==> src/rtl/cpu_wb_master_if.sv <==
`default_nettype none
// ============================================================================
// Module   : cpu_wb_master_if
// Purpose  : Bundles the core request/response port and the wishbone master
//            signals of the cpu_wb_master bridge.
//            The master modport is the bridge's view.
//            The slave modport is the core + wishbone slave environment view.
// Revision : 1.0 - initial release
// ============================================================================
interface cpu_wb_master_if #(
    parameter int AW = 16,
    parameter int DW = 16,
    parameter int SW = 4
);
    // core request / response
    logic          req_valid;
    logic          req_ready;
    logic          req_we;
    logic [AW-1:0] req_adr;
    logic [DW-1:0] req_wdata;
    logic [SW-1:0] req_sel;
    logic          rsp_valid;
    logic [DW-1:0] rsp_rdata;
    logic          rsp_err;
    // wishbone master side
    logic [AW-1:0] adr_out;
    logic [DW-1:0] data_out;
    logic          we;
    logic [SW-1:0] sel_out;
    logic          stb_out;
    logic          cyc_out;
    logic [DW-1:0] data_in;
    logic          ack_in;

    modport master (
        input  req_valid, req_we, req_adr, req_wdata, req_sel, data_in, ack_in,
        output req_ready, rsp_valid, rsp_rdata, rsp_err,
        output adr_out, data_out, we, sel_out, stb_out, cyc_out
    );

    modport slave (
        output req_valid, req_we, req_adr, req_wdata, req_sel, data_in, ack_in,
        input  req_ready, rsp_valid, rsp_rdata, rsp_err,
        input  adr_out, data_out, we, sel_out, stb_out, cyc_out
    );
endinterface
`default_nettype wire

==> src/rtl/cpu_wb_master.sv <==
`default_nettype none
// ============================================================================
// Module   : cpu_wb_master
// Purpose  : Single-outstanding wishbone master bridging the core's request
//            port. Registers one request, runs a classic cycle, and returns
//            read data or a timeout error as a one-cycle response pulse.
// Revision : 1.0 - initial release
// ============================================================================
module cpu_wb_master #(
    parameter int AW      = 16,
    parameter int DW      = 16,
    parameter int SW      = 4,
    parameter int TIMEOUT = 255
) (
    input  logic               clk,
    input  logic               rst,   // asynchronous, active-low
    cpu_wb_master_if.master    bus
);

    localparam int            TW    = $clog2(TIMEOUT + 1);
    localparam logic [TW-1:0] TLAST = TW'(TIMEOUT - 1);
    localparam logic [TW-1:0] TSAT  = {TW{1'b1}};

    typedef enum logic [1:0] {
        IDLE = 2'd0,
        BUS  = 2'd1,
        RESP = 2'd2
    } state_t;

    state_t        state;
    state_t        state_next;
    logic          ready;
    logic [TW-1:0] timer;
    logic [AW-1:0] adr;
    logic [DW-1:0] wdata;
    logic          we_q;
    logic [SW-1:0] sel;
    logic [DW-1:0] rdata;
    logic          err;

    logic          accept;
    logic          ack_take;
    logic          timeout_hit;

    // State register; reset drops any cycle in flight immediately.
    always_ff @(posedge clk or negedge rst) begin
        if (!rst) begin
            state <= IDLE;
        end else begin
            state <= state_next;
        end
    end

    // Next-state decode. Ack takes priority over timeout in the same cycle.
    always_comb begin
        state_next  = state;
        accept      = 1'b0;
        ack_take    = 1'b0;
        timeout_hit = 1'b0;
        case (state)
            IDLE: begin
                if (bus.req_valid && ready) begin
                    accept     = 1'b1;
                    state_next = BUS;
                end
            end
            BUS: begin
                if (bus.ack_in) begin
                    ack_take   = 1'b1;
                    state_next = RESP;
                end else if (timer == TLAST) begin
                    timeout_hit = 1'b1;
                    state_next  = RESP;
                end
            end
            RESP: begin
                state_next = IDLE;
            end
            default: begin
                state_next = IDLE;
            end
        endcase
    end

    // Request latch, wait-state timer and response capture.
    // ready is registered so it stays low during reset and rises one cycle
    // after release rather than being a pure decode of IDLE.
    always_ff @(posedge clk or negedge rst) begin
        if (!rst) begin
            ready <= 1'b0;
            timer <= '0;
            adr   <= '0;
            wdata <= '0;
            we_q  <= 1'b0;
            sel   <= '0;
            rdata <= '0;
            err   <= 1'b0;
        end else begin
            ready <= (state_next == IDLE);
            if (accept) begin
                adr   <= bus.req_adr;
                wdata <= bus.req_wdata;
                we_q  <= bus.req_we;
                sel   <= bus.req_sel;
                timer <= '0;
            end else if (state == BUS && !bus.ack_in && timer != TSAT) begin
                timer <= timer + TW'(1);
            end
            if (ack_take) begin
                if (!we_q) begin
                    rdata <= bus.data_in;
                end
                err <= 1'b0;
            end else if (timeout_hit) begin
                rdata <= '0;
                err   <= 1'b1;
            end
        end
    end

    assign bus.req_ready = ready;
    assign bus.rsp_valid = (state == RESP);
    assign bus.rsp_rdata = rdata;
    assign bus.rsp_err   = err;
    assign bus.adr_out   = adr;
    assign bus.data_out  = wdata;
    assign bus.we        = we_q;
    assign bus.sel_out   = sel;
    assign bus.stb_out   = (state == BUS);
    assign bus.cyc_out   = (state == BUS);

endmodule
`default_nettype wire
==> src/flat_wrapper.sv <==
// flat-port wrapper written by rule: the top's interface ports become plain ports
module cpu_wb_master_flat 
#(
    parameter int AW      = 16,
    parameter int DW      = 16,
    parameter int SW      = 4,
    parameter int TIMEOUT = 255
)
  (clk, rst, bus_req_valid, bus_req_we, bus_req_adr, bus_req_wdata, bus_req_sel, bus_data_in, bus_ack_in, bus_req_ready, bus_rsp_valid, bus_rsp_rdata, bus_rsp_err, bus_adr_out, bus_data_out, bus_we, bus_sel_out, bus_stb_out, bus_cyc_out);
  cpu_wb_master_if #(.AW(AW), .DW(DW), .SW(SW)) bus_i ();
  input  logic clk;
  input  logic rst;
  input wire logic [$bits(bus_i.req_valid)-1:0] bus_req_valid;
  input wire logic [$bits(bus_i.req_we)-1:0] bus_req_we;
  input wire logic [$bits(bus_i.req_adr)-1:0] bus_req_adr;
  input wire logic [$bits(bus_i.req_wdata)-1:0] bus_req_wdata;
  input wire logic [$bits(bus_i.req_sel)-1:0] bus_req_sel;
  input wire logic [$bits(bus_i.data_in)-1:0] bus_data_in;
  input wire logic [$bits(bus_i.ack_in)-1:0] bus_ack_in;
  output wire logic [$bits(bus_i.req_ready)-1:0] bus_req_ready;
  output wire logic [$bits(bus_i.rsp_valid)-1:0] bus_rsp_valid;
  output wire logic [$bits(bus_i.rsp_rdata)-1:0] bus_rsp_rdata;
  output wire logic [$bits(bus_i.rsp_err)-1:0] bus_rsp_err;
  output wire logic [$bits(bus_i.adr_out)-1:0] bus_adr_out;
  output wire logic [$bits(bus_i.data_out)-1:0] bus_data_out;
  output wire logic [$bits(bus_i.we)-1:0] bus_we;
  output wire logic [$bits(bus_i.sel_out)-1:0] bus_sel_out;
  output wire logic [$bits(bus_i.stb_out)-1:0] bus_stb_out;
  output wire logic [$bits(bus_i.cyc_out)-1:0] bus_cyc_out;
  assign bus_i.req_valid = bus_req_valid;
  assign bus_i.req_we = bus_req_we;
  assign bus_i.req_adr = bus_req_adr;
  assign bus_i.req_wdata = bus_req_wdata;
  assign bus_i.req_sel = bus_req_sel;
  assign bus_i.data_in = bus_data_in;
  assign bus_i.ack_in = bus_ack_in;
  assign bus_req_ready = bus_i.req_ready;
  assign bus_rsp_valid = bus_i.rsp_valid;
  assign bus_rsp_rdata = bus_i.rsp_rdata;
  assign bus_rsp_err = bus_i.rsp_err;
  assign bus_adr_out = bus_i.adr_out;
  assign bus_data_out = bus_i.data_out;
  assign bus_we = bus_i.we;
  assign bus_sel_out = bus_i.sel_out;
  assign bus_stb_out = bus_i.stb_out;
  assign bus_cyc_out = bus_i.cyc_out;
  cpu_wb_master #(.AW(AW), .DW(DW), .SW(SW), .TIMEOUT(TIMEOUT)) u_core (.clk(clk), .rst(rst), .bus(bus_i));
endmodule
==> config.mk <==
export PLATFORM = sky130hd
export DESIGN_NAME = cpu_wb_master_flat
export DESIGN_NICKNAME = d
export VERILOG_FILES = /design/src/rtl/cpu_wb_master_if.sv /design/src/rtl/cpu_wb_master.sv /design/src/flat_wrapper.sv
export SDC_FILE = /design/constraint.sdc
export NUM_CORES = 1
export LEC_CHECK = 0
export ABC_AREA = 0
export BUFFER_PORTS_ARGS = -buffer_cell sky130_fd_sc_hd__buf_2
export CORE_MARGIN = 2
export CORE_UTILIZATION = 49
export CTS_CLUSTER_DIAMETER = 40
export DETAILED_ROUTE_END_ITERATION = 7
export PLACE_DENSITY = 0.79
export SLEW_MARGIN = 10
export SYNTH_ARGS = -nofsm -noshare
export SYNTH_HDL_FRONTEND = slang
export SYNTH_SLANG_ARGS = --single-unit
==> constraint.sdc <==
create_clock -name clk -period 1.6 [get_ports clk]
set_input_delay 0 -clock clk [delete_from_list [all_inputs] [get_ports clk]]
set_output_delay 0 -clock clk [all_outputs]
set_load 0.005 [all_outputs]
# Yosys cells after proc, flatten, opt, wreduce, memory -nomap -nowiden

Index checks and enable logic that the tools add are counted.

Register bits after elaboration: 65
Latch bits: 0
Memory bits (writable): 0
ROM bits: 0
Input port bits: 57
Output and inout port bits: 58
Memories: 0

Add/subtract/negate cells: 1
Multiply operators: 0
Divide/modulo/power cells: 0
$lt $le $gt $ge: 0
Equality and inequality tests: 5
Shift operators: 0
Multiplexer cells: 18
Bitwise gates (word level): 0
Reductions and logical operators: 9

Operators by type and width:

| kind                                                | count |
|---|---|
| two-way mux 16 bit                                  | 3 |
| two-way mux 8 bit                                   | 2 |
| two-way mux 1 bit                                   | 9 |
| adder 8 x 1 -> 8 bit, second input constant         | 1 |
| equality test 8 bit, second input constant          | 1 |
| != test 8 bit, second input constant                | 1 |
| two-way mux 2 bit                                   | 3 |
| zero test 2 bit                                     | 2 |
| case mux 2 bit (2 select lines)                     | 1 |
| nonzero test 2 bit                                  | 2 |
| logical AND 1 bit                                   | 3 |
| equality test 2 x 1 -> 1 bit, second input constant | 1 |
| equality test 2 bit, second input constant          | 1 |
| != test 2 bit, second input constant                | 1 |
| AND reduction 2 bit                                 | 1 |
| zero test 1 bit                                     | 1 |

# Logic depth before layout (Yosys ltp)

Depth after elaboration: 6
Mapped depth: 6
Depth with buffers taken out: 4

# Least setup slack after synthesis

OpenSTA, ideal clock, no wires.

Kind: reg-to-reg
Start point: reg u_core.timer[0]
End point: reg u_core.timer[0]
Arrival: 1.232 ns
Required time: 1.521 ns
Setup slack: 0.288 ns
Stages on the path, launching flop included: 5
Buffers on the path: 0
Cell sequence: dfrtp_1 > ha_1 > nand3_1 > o21ai_0 > mux2i_1

Cells in the longest elaborated chain, start to end: 3

Ends and longest elaborated chain:

| item                                                           | line                                       | source |
|---|---|---|
| from (decl)                                                    | cpu_wb_master.sv:33                        | `logic [TW-1:0] timer;` |
| from (signal assigned)                                         | cpu_wb_master.sv:107                       | `timer <= timer + TW'(1);` |
| adder 8 x 1 -> 8 bit / != test 8 bit (equally long branches)   | cpu_wb_master.sv:107, cpu_wb_master.sv:106 |  |
| two-way mux 8 bit / logical AND 1 bit (equally long branches)  | cpu_wb_master.sv:106                       | `end else if (state == BUS && !bus.ack_in && timer != TSAT) begin` |
| two-way mux 8 bit / nonzero test 2 bit (equally long branches) | --                                         |  |

Several ways; a longest one is shown, not always the timed one. The select of a mux whose other input is x is not followed.
A chain may end at the register's enable or synchronous reset.

# Worst setup path after layout

Ends and elaborated chain as after synthesis.

==> run summary <==
run status -> finished, final reports clean
RSZ-0062 raised after global routing -> no
diode count -> 0
crit path DAT -> 1690 ps
footprint of the multi-input gates -> 1290 um2
clock root buffer -> clkbuf_8
initial core utilization -> 0.499
clk sinks -> 65
worst reg-to-reg setup slack -> 170 ps
clock power share -> 0.211
area leader, netlist -> dfrtp_1
H-Tree Depth -> 3
Yosys reg bits -> 65
FMAX -> 0.698 GHz
TritonRoute pass-1 iters -> 4
die area -> 7010 um2
CTS clk-pin slew, worst paths -> 80 ps
final hold vios -> 0
PnR worst setup slack -> 168 ps
worst reg2reg endpoint -> u_core.timer[0]
critical path endpoint -> u_core.timer[0]
Final ANT Viol Nets -> 0
Avg Cell Area, Syn -> 13.4 um2
Tmin final -> 1430 ps
Post-Synthesis Cell Area -> 3120 um2
gr usage total -> 0.222
Reg area -> 1630 um2
fin crit share -> 0.895
Slew HR -> 0.649
Worst setup startpoint -> u_core.timer[0]
top post-synthesis cells by area -> dfrtp_1, mux2_4, o221ai_2
Critical Path, Cell by Cell -> ha_1 > nand3_1 > o21ai_1 > mux2i_1
# rows -> 29
cts bufs inserted -> 9
DR vias -> 2502
RR Startpoint -> u_core.timer[0]
largest net degree at the start of global routing -> 28
synth unique cells -> 42
first-pass GRT wire length -> 12400 um
crit path launch type -> flip-flop
sequential fraction of the synthesis area -> 0.522
Worst Hold Class -> in -> reg
Main synth FF type -> dfrtp_1
layout cells sized above 1 -> 0.481
maximum VDD drop -> 1.07 mV
internal power -> 5.06 mW
vias in the first global route -> 2546
CORE AREA -> 6240 um2
maxcap violations -> 0
Seq pwr share -> 0.378
Async S/R FF share, synth -> 1.00
Comb power frac -> 0.412
delay of the slowest cell on the worst path -> 420 ps
count leader, synth -> dfrtp_1
Fill cells -> 411
Area Overhead vs Synth -> 45.9%
post-synth net total -> 291
CP top delay family -> flip-flops
post-synth top area share -> 0.522
vias per cell -> 5.12
DIE WIDTH -> 83.7 um
initial antenna violation count -> 0
CP Buf/Inv Count -> 0
pre-CTS WS -> 74.9 ps
routed wire length -> 7410 um
Clk Latency, worst-skew pair -> 340 ps
list of most frequent post-synthesis cells -> dfrtp_1, mux2_4, nand2_1
Sw Ratio -> 0.319
1st-iter DRT viols -> 85
Net Switching -> 2.37 mW
I/O pins -> 115
worst r2r path cells -> 4
WS Path Type -> reg -> reg
NumNets Final -> 466
dpl hpwl -> 4670 um
slowest CP cell -> dfrtp_1
setup bufs post-CTS -> 0
final core utilization -> 0.728
CP Depth -> 4
DR DRC count -> 0
Post-synth EDFFs -> 0
total gr overflow -> 0
synth warn -> 0
type of destination of the critical path -> flip-flop
cell leakage power -> 2.34 nW
input/output buffers -> 114
CTS max path bufs -> 2
Routed wire per std cell -> 15.1 um
Slew Limit Fails -> 0
setup_tns -> 0 ps
Req. time, crit path -> 1860 ps
RePlAce Congestion -> 0.890
endpoints failing setup -> 0
critical path peak fanout -> 7
power per cell area -> 1630 nW/um2
Die Y -> 83.7 um
clock skew -> 13.3 ps
Post-Syn Instances -> 232
CTS tree -> yes
worst slew pin tran -> 527 ps
layout by cell type (no fill, tap or decap), types with 3 or more instances in the layout:
| cell | netlist | final |
|---|---|---|
| mux2_4 | 37 | 37 |
| nand2_1 | 37 | 37 |
| dfrtp_1 | 65 | 65 |
| mux2i_1 | 3 | 3 |
| buf_2 | 1 | 114 |
| o221ai_2 | 10 | 10 |
| dlygate4sd3_1 | 0 | 54 |
| nor3_1 | 4 | 4 |
| and3_2 | 3 | 3 |
| buf_12 | 0 | 5 |
| clkbuf_8 | 2 | 9 |
| o221ai_1 | 6 | 6 |
| and2_1 | 3 | 3 |
| inv_6 | 0 | 3 |
| a21oi_1 | 3 | 3 |
| buf_4 | 3 | 4 |
| inv_1 | 17 | 17 |
timing repair:
item	in CTS	in global routing
endpoints found under the hold margin	71	0
hold buffers	54	0
endpoints found under the setup margin	0	2
resized for setup	0	1
per-stage QoR:
stage	total power [mW]	instances	hold WS, ps	area [um2]
CTS	7.45	489	0.381	4550
global route	7.88	489	15.3	4550
global placement	5.64	419	-7.83	3780
detailed placement	5.75	419	4.04	3780
floorplan	4.69	232	-296	3120
finish	7.43	489	9.11	4550
power groups by stage:
stage / Clock [mW] / Sequential [mW] / Combinational (mW)
6_report: 1.57 / 2.81 / 3.06
3_3_place_gp: 0 / 2.77 / 2.87
4_1_cts: 1.61 / 2.78 / 3.06
3_5_place_dp: 0 / 2.80 / 2.95
2_1_floorplan: 0 / 2.83 / 1.87
5_1_grt: 1.68 / 2.90 / 3.30
cell type report:
cell class              count  share of cell area
clock buffers               9              0.0273
repair buffers            177               0.273
flip-flops and latches     65               0.358
multi-input cells         137               0.285
clock inverters             7              0.0220
well taps                  77              0.0212
inverters                  17              0.0140
worst min path at each step:
stage | slack [ps] | cells after the start | startpoint | endpoint
finish | 9 | 2 | bus_ack_in | u_core.bus.rsp_err
detailed placement | 4 | 1 | rst | u_core.bus.adr_out[4]
CTS | 0.4 | 2 | bus_ack_in | u_core.bus.rsp_err
global placement | -8 | 1 | rst | u_core.bus.adr_out[2]
floorplan | -300 | 0 | rst | u_core.bus.adr_out[0]
global route | 20 | 2 | bus_ack_in | u_core.bus.rsp_err
flip-flops by register name, summed over array words and instances (netlist names):
signal,cells
u_core.timer,8
u_core.bus.sel_out,4
u_core.state,2
u_core.bus.rsp_err,1
u_core.bus.data_out,16
u_core.bus.rsp_rdata,16
u_core.bus.we,1
u_core.bus.adr_out,16
u_core.bus.req_ready,1
routing by layer:
layer	GRT usage	share of wire	vias to the layer above
met3	0.0712	0.061	6
met4	0.0455	0.0066	0
met5	0	0	-
li1	-	-	1171
met2	0.385	0.52	92
met1	0.274	0.41	1233
cell families after synthesis:
family                   count (synthesis)  synth area share
AO/OA/AOI/OAI                           33             0.110
adder cells (fa/ha/maj)                  2           0.00803
buffers and inverters                   30            0.0626
flip-flops                              65             0.522
multiplexers                            40             0.188
AND/OR/NAND/NOR                         62             0.109
No activity file was read; power rests on OpenSTA's default activity.
